**config.mk**
```make
export PLATFORM = sky130hd
export DESIGN_NAME = wb_ddr_arbiter
export DESIGN_NICKNAME = d
export VERILOG_FILES = /design/src/rtl/wb_ddr_arbiter.sv
export SDC_FILE = /design/constraint.sdc
export NUM_CORES = 1
export LEC_CHECK = 0
export CAP_MARGIN = 20
export CORE_AREA = 2 2 164 166
export CTS_CLUSTER_DIAMETER = 30
export DETAILED_ROUTE_END_ITERATION = 10
export DIE_AREA = 0 0 166 168
export HOLD_SLACK_MARGIN = 0.08
export PLACE_DENSITY = 0.52
export SLEW_MARGIN = 15
export SYNTH_ARGS = -nofsm -noshare
export SYNTH_HDL_FRONTEND = slang
export SYNTH_SLANG_ARGS = --single-unit
```
**constraint.sdc**
```tcl
create_clock -name clk -period 1.7 [get_ports clk]
set_input_delay 0.34 -clock clk [delete_from_list [all_inputs] [get_ports clk]]
set_output_delay 0.34 -clock clk [all_outputs]
set_load 0.005 [all_outputs]
```
**src/rtl/wb_ddr_arbiter.sv**
```systemverilog
// Three-master round-robin Wishbone arbiter in front of the single DDR controller slave port.
// Optional watchdog abort enabled by defining WB_ARB_TIMEOUT_EN.
module wb_ddr_arbiter #(
  parameter int unsigned adr_width = 32,
  parameter int unsigned timeout   = 1023
) (
  input  logic                 clk,
  input  logic                 reset,
  input  logic                 m0_cyc_i,
  input  logic                 m0_stb_i,
  input  logic                 m0_we_i,
  input  logic [adr_width-1:0] m0_adr_i,
  input  logic [3:0]           m0_sel_i,
  input  logic [31:0]          m0_dat_i,
  output logic [31:0]          m0_dat_o,
  output logic                 m0_ack_o,
  output logic                 m0_err_o,
  input  logic                 m1_cyc_i,
  input  logic                 m1_stb_i,
  input  logic                 m1_we_i,
  input  logic [adr_width-1:0] m1_adr_i,
  input  logic [3:0]           m1_sel_i,
  input  logic [31:0]          m1_dat_i,
  output logic [31:0]          m1_dat_o,
  output logic                 m1_ack_o,
  output logic                 m1_err_o,
  input  logic                 m2_cyc_i,
  input  logic                 m2_stb_i,
  input  logic                 m2_we_i,
  input  logic [adr_width-1:0] m2_adr_i,
  input  logic [3:0]           m2_sel_i,
  input  logic [31:0]          m2_dat_i,
  output logic [31:0]          m2_dat_o,
  output logic                 m2_ack_o,
  output logic                 m2_err_o,
  output logic                 s_cyc_o,
  output logic                 s_stb_o,
  output logic                 s_we_o,
  output logic [adr_width-1:0] s_adr_o,
  output logic [3:0]           s_sel_o,
  output logic [31:0]          s_dat_o,
  input  logic [31:0]          s_dat_i,
  input  logic                 s_ack_i,
  output logic [1:0]           gnt_o
);

  typedef enum logic {IDLE, GRANT} state_t;

  state_t               state, state_n;
  logic [1:0]           gnt, gnt_n, last, last_n;
  logic [2:0]           req;
  logic [1:0]           pick, cand;
  logic                 found;
  logic                 abort;

  logic                 gcyc, gstb, gwe;
  logic [adr_width-1:0] gadr;
  logic [3:0]           gsel;
  logic [31:0]          gdat;

  assign req = {m2_cyc_i, m1_cyc_i, m0_cyc_i};

  // Search starts just after the last granted master, so every requester gets a turn.
  always_comb begin
    pick  = '0;
    cand  = '0;
    found = 1'b0;
    for (int unsigned i = 1; i <= 3; i++) begin
      cand = 2'((32'(last) + i) % 32'd3);
      if (!found && req[cand]) begin
        pick  = cand;
        found = 1'b1;
      end
    end
  end

  always_comb begin
    gcyc = 1'b0;
    gstb = 1'b0;
    gwe  = 1'b0;
    gadr = '0;
    gsel = '0;
    gdat = '0;
    case (gnt)
      2'd0: begin
        gcyc = m0_cyc_i; gstb = m0_stb_i; gwe = m0_we_i;
        gadr = m0_adr_i; gsel = m0_sel_i; gdat = m0_dat_i;
      end
      2'd1: begin
        gcyc = m1_cyc_i; gstb = m1_stb_i; gwe = m1_we_i;
        gadr = m1_adr_i; gsel = m1_sel_i; gdat = m1_dat_i;
      end
      2'd2: begin
        gcyc = m2_cyc_i; gstb = m2_stb_i; gwe = m2_we_i;
        gadr = m2_adr_i; gsel = m2_sel_i; gdat = m2_dat_i;
      end
      default: ;
    endcase
  end

  always_comb begin
    state_n = state;
    gnt_n   = gnt;
    last_n  = last;
    case (state)
      IDLE: begin
        if (found) begin
          state_n = GRANT;
          gnt_n   = pick;
          last_n  = pick;
        end
      end
      GRANT: begin
        if (!gcyc || abort) begin
          state_n = IDLE;
          gnt_n   = 2'd3;
          last_n  = gnt;
        end
      end
      default: begin
        state_n = IDLE;
        gnt_n   = 2'd3;
      end
    endcase
  end

  always_ff @(posedge clk) begin
    if (reset) begin
      state <= IDLE;
      gnt   <= 2'd3;
      last  <= 2'd2;
    end else begin
      state <= state_n;
      gnt   <= gnt_n;
      last  <= last_n;
    end
  end

`ifdef WB_ARB_TIMEOUT_EN
  localparam int unsigned CW = $clog2(timeout + 2);
  logic [CW-1:0] count;

  assign abort = (state == GRANT) && (count == CW'(timeout));

  always_ff @(posedge clk) begin
    if (reset || state_n != GRANT || s_ack_i)
      count <= '0;
    else if (s_stb_o)
      count <= count + CW'(1);
  end

  assign m0_err_o = abort && (gnt == 2'd0);
  assign m1_err_o = abort && (gnt == 2'd1);
  assign m2_err_o = abort && (gnt == 2'd2);
`else
  assign abort    = 1'b0;
  assign m0_err_o = 1'b0;
  assign m1_err_o = 1'b0;
  assign m2_err_o = 1'b0;
`endif

  // gnt is 3 outside GRANT, so the mux alone keeps the slave idle and stray acks unrouted.
  assign s_cyc_o  = gcyc & ~abort;
  assign s_stb_o  = gstb & ~abort;
  assign s_we_o   = gwe;
  assign s_adr_o  = gadr;
  assign s_sel_o  = gsel;
  assign s_dat_o  = gdat;

  assign m0_ack_o = s_ack_i & ~abort & (gnt == 2'd0);
  assign m1_ack_o = s_ack_i & ~abort & (gnt == 2'd1);
  assign m2_ack_o = s_ack_i & ~abort & (gnt == 2'd2);

  assign m0_dat_o = s_dat_i;
  assign m1_dat_o = s_dat_i;
  assign m2_dat_o = s_dat_i;

  assign gnt_o    = gnt;

endmodule

```
==> results of run 1 <==
==> logic make-up after synthesis <==
kind of cell               count (synthesis)  synth area share (%)
buffers and inverters                    128                  33.7
and+or+nand+nor                           94                  15.4
AOI/OAI and AO/OA                         88                  18.4
muxes                                     73                  27.6
DFF                                        5                  3.78
adders and majority gates                  2                 0.945
other                                      1                 0.142
==> power breakdown <==
group          switching (mW)  internal [mW]
Sequential             0.0817          0.183
Combinational            2.56           3.47
Clock                  0.0731          0.310
Total                    2.72           3.97
==> cell usage in the layout, fill, tap and decap left out, types with 2 or more instances in the layout <==
cell	n
o21ai_4	2
dlygate4sd2_1	4
or4_1	2
dfxtp_4	2
and2b_2	3
clkbuf_2	2
dfxtp_2	2
o21ai_1	45
buf_2	67
nand2b_1	2
nand2_4	6
nand2_1	32
mux2i_4	3
o21ai_0	8
a21oi_2	2
a21oi_1	2
nor2_1	2
o31a_1	2
buf_8	9
clkbuf_16	5
buf_12	12
mux2i_1	65
inv_1	2
buf_4	28
mux2i_2	5
ha_4	2
conb_1	3
nand3_1	2
buf_16	2
o21ai_2	19
and2_4	2
nand2_2	36
clkdlybuf4s50_1	214
buf_6	28
==> worst register-to-register path: stages, from the launching register on <==
cell and delay (ns):
dfxtp_4 0.40, nor2b_4 0.08, buf_12 0.13, buf_6 0.12
buf_8 0.13, o2bb2ai_4 0.12, and2_4 0.17, or4_1 0.47
o31a_1 0.11
==> cell usage after synthesis (2+ instances only) <==
| cell type | n |
|---|---|
| buf_4 | 99 |
| nand2_1 | 74 |
| mux2i_1 | 73 |
| o21ai_0 | 73 |
| clkbuf_1 | 14 |
| buf_2 | 7 |
| dfxtp_1 | 5 |
| a21oi_1 | 4 |
| inv_1 | 4 |
| and2b_2 | 3 |
| buf_6 | 3 |
| nor2_1 | 3 |
| ha_1 | 2 |
| nand2b_1 | 2 |
| nand3_1 | 2 |
| o2111ai_1 | 2 |
| o31a_1 | 2 |
| or4_1 | 2 |
==> area by class of cell <==
class,instances,share of cell area (%)
timing repair buffer,369,57.2
multi-input combinational,260,32.5
tap,341,6.90
sequential,5,1.78
clock buffer,4,1.27
inverter,4,0.283
==> final timing paths <==
kind	from	end	depth (start not counted)
worst max-delay path	gnt_o[1]	s_adr_o[17]	7
worst min-delay path	last[0]	last[0]	2
worst max register to register	gnt_o[1]	gnt_o[1]	8
worst min register to register	last[0]	last[0]	2
==> state kept, by name, summed over array words and instances (netlist names) <==
register and flops:
last 2, gnt_o 2, state 1
==> metrics by stage <==
step | power (mW) | hold WS [ns]
6_report | 6.69 | 0.517
5_1_grt | 7.20 | 0.542
4_1_cts | 6.27 | 0.529
3_5_place_dp | 5.26 | 0.502
3_3_place_gp | 5.29 | 0.495
2_1_floorplan | 2.46 | 0.409
==> metal layers <==
layer	part of all wire, %	GRT usage, %	vias to the layer above
met4	2.9	2.80	0
li1	-	-	1739
met3	7.3	2.54	41
met1	41	10.9	1619
met2	49	16.7	178
met5	0	0	-
==> repair_timing <==
item | CTS | global route
setup endpoints to repair | 80 | 79
gates resized for setup | 401 | 113
buffers inserted | 29 | 8
hold buffers | 0 | 0
pin swaps | 21 | 25
gates cloned | 4 | 2
==> impl_metrics.ini, run 1 <==
[run_status]
outcome = finished, violations left
violations = setup timing

[timing]
setup_slack_ns = -0.163
finalHoldViolations = 0
rsz0062_at_grt = true
finalMaxSlewViolations = 0
fin_crit_sh_pct = 110
finalClockSkew_ns = 0.000111
min_period_ns = 1.86
setup_viol = 69
fin_tns_setup_ns = -4.98
max_freq_ghz = 0.537

[routing]
viasPerCell = 3.64
first_iter_violations = 78
drcViolationCount = 0
wire_per_inst_um = 14.8
vias = 3577
finalWirelength_mm = 14.5
firstDrtPassIters = 4
ant_nets = 0

[setup_path]
crit_path_cell_trace = buf_12, buf_12, buf_12, buf_6, mux2i_1, o21ai_1, buf_2
worst-setup-path-type = reg2out
worstSetupStartpointType = register
crit_family = buffers and inverters
cp_num_buf_inv = 5
slowest_stage = dfxtp_4
max_stage_delay_ns = 0.37
critPathCaptureType = output pin
r2r_setup_slack_ns = -0.15
crit_path_max_fanout = 6
path_common_cell = buf_12
worstPathArrival_ns = 1.52
critical_path_required_ns = 1.36

[global_routing]
grt_max_degree = 31
grt.overflow.total = 0
grt_pass1_wl_mm = 20.7
first_global_vias = 3616
antenna_found_initial = 0
grt.total_usage_pct = 9.34

[floorplanning]
pin_count = 423
row_count = 60
initial_core_util_pct = 10.1
core_mm2 = 0.0264
die_w_um = 166
dieArea_mm2 = 0.0279
die_height_um = 168

[cells_and_area]
ff_latch_area_um2 = 110
final_cells = 983
multi_input_area_mm2 = 0.00201
fin_util_pct = 23.5
fin_nets = 893
layout-drive-gt1-share_pct = 38.0
fillers = 2914
stdcell_area_mm2 = 0.00619
antenna_cells = 0
area_delta_synth_final_pct = 134

[place]
numPortBuffers = 291
dpl_worst_slack_ns = -0.842
post-dp-hpwl_mm = 11.2
gp_congestion = 0.776
placed_area_mm2 = 0.00555
place_inst = 945

[logic_synthesis]
synth-seq-cells = 5
synth_area_mm2 = 0.00265
synth-edff-count = 0
ys_seq_area_share_pct = 3.78
synth_cell_types = 35
synth-async-reset-ratio_pct = 0
ys_top_cells_by_area = buf_4 28%, mux2i_1 28%, o21ai_0 14%, nand2_1 10%, dfxtp_1 3.8%
synth_ff_type = dfxtp_1
syn_inst = 391
yosysTopAreaCell = buf_4
netlist.area_leader.share_pct = 28.1
synth_area_per_cell_um2 = 6.77
synth_warnings = 0

[clocking]
cts_buffers = 3
htree_levels = 1
clock-sinks = 5
insertion_delay_ns = 0.22
clk_pin_slew_worst_paths_ns = 0.03
clk_path_buf_depth = 2
root_buffer = clkbuf_16
cts_tree = done

[min_path]
min_path_type = reg2reg

[pwr]
leakage_nw = 2.82
ir_worst_vdd_mv = 0.424
powerDensity_mw_per_mm2 = 1080

[job]
maxCapViolations = 0
No activity file was read; power rests on OpenSTA's default activity.
==> run 2, diff against run 1 <==
CORE_AREA = 5 5 162 164   (was 2 2 164 166)
DIE_AREA = 0 0 167 169   (was 0 0 166 168)
PLACE_DENSITY = 0.54   (was 0.52)
==> run 2 against run 1 <==
Net effect:
- the run still ends with setup timing left
- cell count rose by 0.10%
- power up 12%
- count of clock-buffer cells in the layout did not move
- register-to-register slack lost 0.03 ns
==> impl_metrics.ini, run 2 (synthesized netlist as in run 1, its figures left out) <==
[global_routing]
grt.overflow.total = 0
grt_pass1_wl_mm = 23.2
antenna_found_initial = 0
grt_max_degree = 32
grt.total_usage_pct = 10.7
first_global_vias = 3781

[routing]
viasPerCell = 3.69
firstDrtPassIters = 4
finalWirelength_mm = 16.5
ant_nets = 0
drcViolationCount = 0
first_iter_violations = 110
wire_per_inst_um = 16.8
vias = 3631

[pwr]
p_int_mw = 4.50
powerDensity_mw_per_mm2 = 1150
ir_worst_vdd_mv = 0.443
p_sw_mw = 3.01
power_frac_seq_pct = 3.4
leakage_nw = 3.04
power_frac_comb_pct = 91.5
clock_power_share_pct = 5.1
switching_share_pct = 40.0

[cells_and_area]
final_cells = 984
antenna_cells = 0
fin_nets = 905
layout_commonest_cell = clkdlybuf4s50_1
area_delta_synth_final_pct = 147
layout.cells.most_common_list = 214 x clkdlybuf4s50_1, 72 x buf_2, 63 x mux2i_1, 46 x o21ai_1, 34 x nand2_2
layout-drive-gt1-share_pct = 41.4

[setup_path]
r2r_setup_slack_ns = -0.18
crit_path_cell_trace = buf_12, buf_12, buf_8, buf_6, mux2i_1, o21ai_1, buf_2
worstSetupStartpointType = register
cp_num_buf_inv = 5
rr_endpoint = gnt_o[0]
max_stage_delay_ns = 0.37
critical_path_required_ns = 1.36
worstPathArrival_ns = 1.54
critPathCaptureType = output pin
reg2reg_depth = 8
startpoint = gnt_o[1]
worst-setup-path-type = reg2out
path_common_cell = buf_12
crit_family = buffers and inverters
r2r-start = gnt_o[0]
crit_path_max_fanout = 5
slowest_stage = dfxtp_4

[clocking]
cts_buffers = 3
clock-sinks = 5
cts_tree = done
htree_levels = 1
clk_pin_slew_worst_paths_ns = 0.03
root_buffer = clkbuf_16
clk_path_buf_depth = 2
insertion_delay_ns = 0.22

[job]
maxCapViolations = 0

[min_path]
min_path_type = reg2reg
hold_end = last[0]
hp-start = last[0]
hold_depth = 2

[timing]
finalMaxSlewViolations = 0
holdWs_ns = 0.503
min_period_ns = 1.88
setup_slack_ns = -0.183
rsz0062_at_grt = true
setup_viol = 73
max_freq_ghz = 0.531
fin_crit_sh_pct = 111
finalClockSkew_ns = 0.00122
finalHoldViolations = 0

[floorplanning]
initial_core_util_pct = 10.7
die_height_um = 169
pin_count = 423
core_mm2 = 0.0247
dieArea_mm2 = 0.0282
row_count = 58
die_w_um = 167

[place]
post-dp-hpwl_mm = 11.7
place_inst = 926
gp_congestion = 0.796
numPortBuffers = 291

[run_status]
outcome = finished, violations left
violations = setup timing
run 2: cell types whose count changed in the layout (fill, tap and decap cells not counted), sizes merged:
cell / change
buf: +15
bufbuf: +1
dlygate4sd2: -2
clkbuf: -3
dlymetal6s2s: +1
run 2: worst register-to-register path: cells and delay by family, from the launching register on:
| kind | cells | cell delay, ns |
|---|---|---|
| and+or+nand+nor | 3 | 0.78 |
| buffers and inverters | 3 | 0.41 |
| DFF | 1 | 0.34 |
| AOI/OAI and AO/OA | 2 | 0.24 |
run 2: final cells by class:
| class | count | area (um2) |
|---|---|---|
| clock buffer | 4 | 78.8 |
| fill | 2670 | 18200 |
| inverter | 4 | 15.0 |
| multi-input combinational | 260 | 2080 |
| sequential | 5 | 113 |
| tap | 330 | 413 |
| timing repair buffer | 381 | 3840 |
run 2: timing repair:
| item | CTS | global route |
|---|---|---|
| endpoints found under the setup margin | 79 | 78 |
| setup buffers | 42 | 11 |
| hold buffers | 0 | 0 |
| pin swaps | 27 | 48 |
| resized for setup | 444 | 109 |
| cloned | 9 | 1 |
run 2: routing by layer:
layer,track usage (%),share of wire (%),vias to the layer above
met5,0,0,-
met4,3.13,3.2,0
met3,3.22,8.8,48
met2,19.9,51,206
met1,11.6,37,1608
li1,-,-,1769
run 2: worst max-delay path by stage:
stage	endpoint	slack (ns)	cells after the start
floorplan	gnt_o[0]	-0.10	8
global placement	s_dat_o[25]	-0.48	4
detailed placement	s_dat_o[25]	-0.43	4
CTS	s_dat_o[2]	-0.23	7
global route	s_sel_o[1]	-0.25	7
finish	s_sel_o[1]	-0.18	7
run 2: per-stage QoR:
step                      setup slack [ns]  cell area, um2  TNS (ns)  util, %  power, mW
final                               -0.183            6540     -5.53     26.4       7.51
after floorplan                     -0.104            2680    -0.207        -       2.46
after detailed placement            -0.433            5470    -18.30     22.1       5.15
after global routing                -0.250            6540    -10.39     26.4       8.03
after CTS                           -0.233            6210     -8.44     25.1       7.14
after global placement              -0.478            5470    -18.23     22.1       5.16
run 2: power groups by stage:
stage | registers, mW | clock network, mW | logic [mW]
finish | 0.253 | 0.384 | 6.87
detailed placement | 0.242 | 0 | 4.91
global route | 0.262 | 0.403 | 7.36
global placement | 0.243 | 0 | 4.92
floorplan | 0.223 | 0 | 2.23
CTS | 0.247 | 0.392 | 6.50
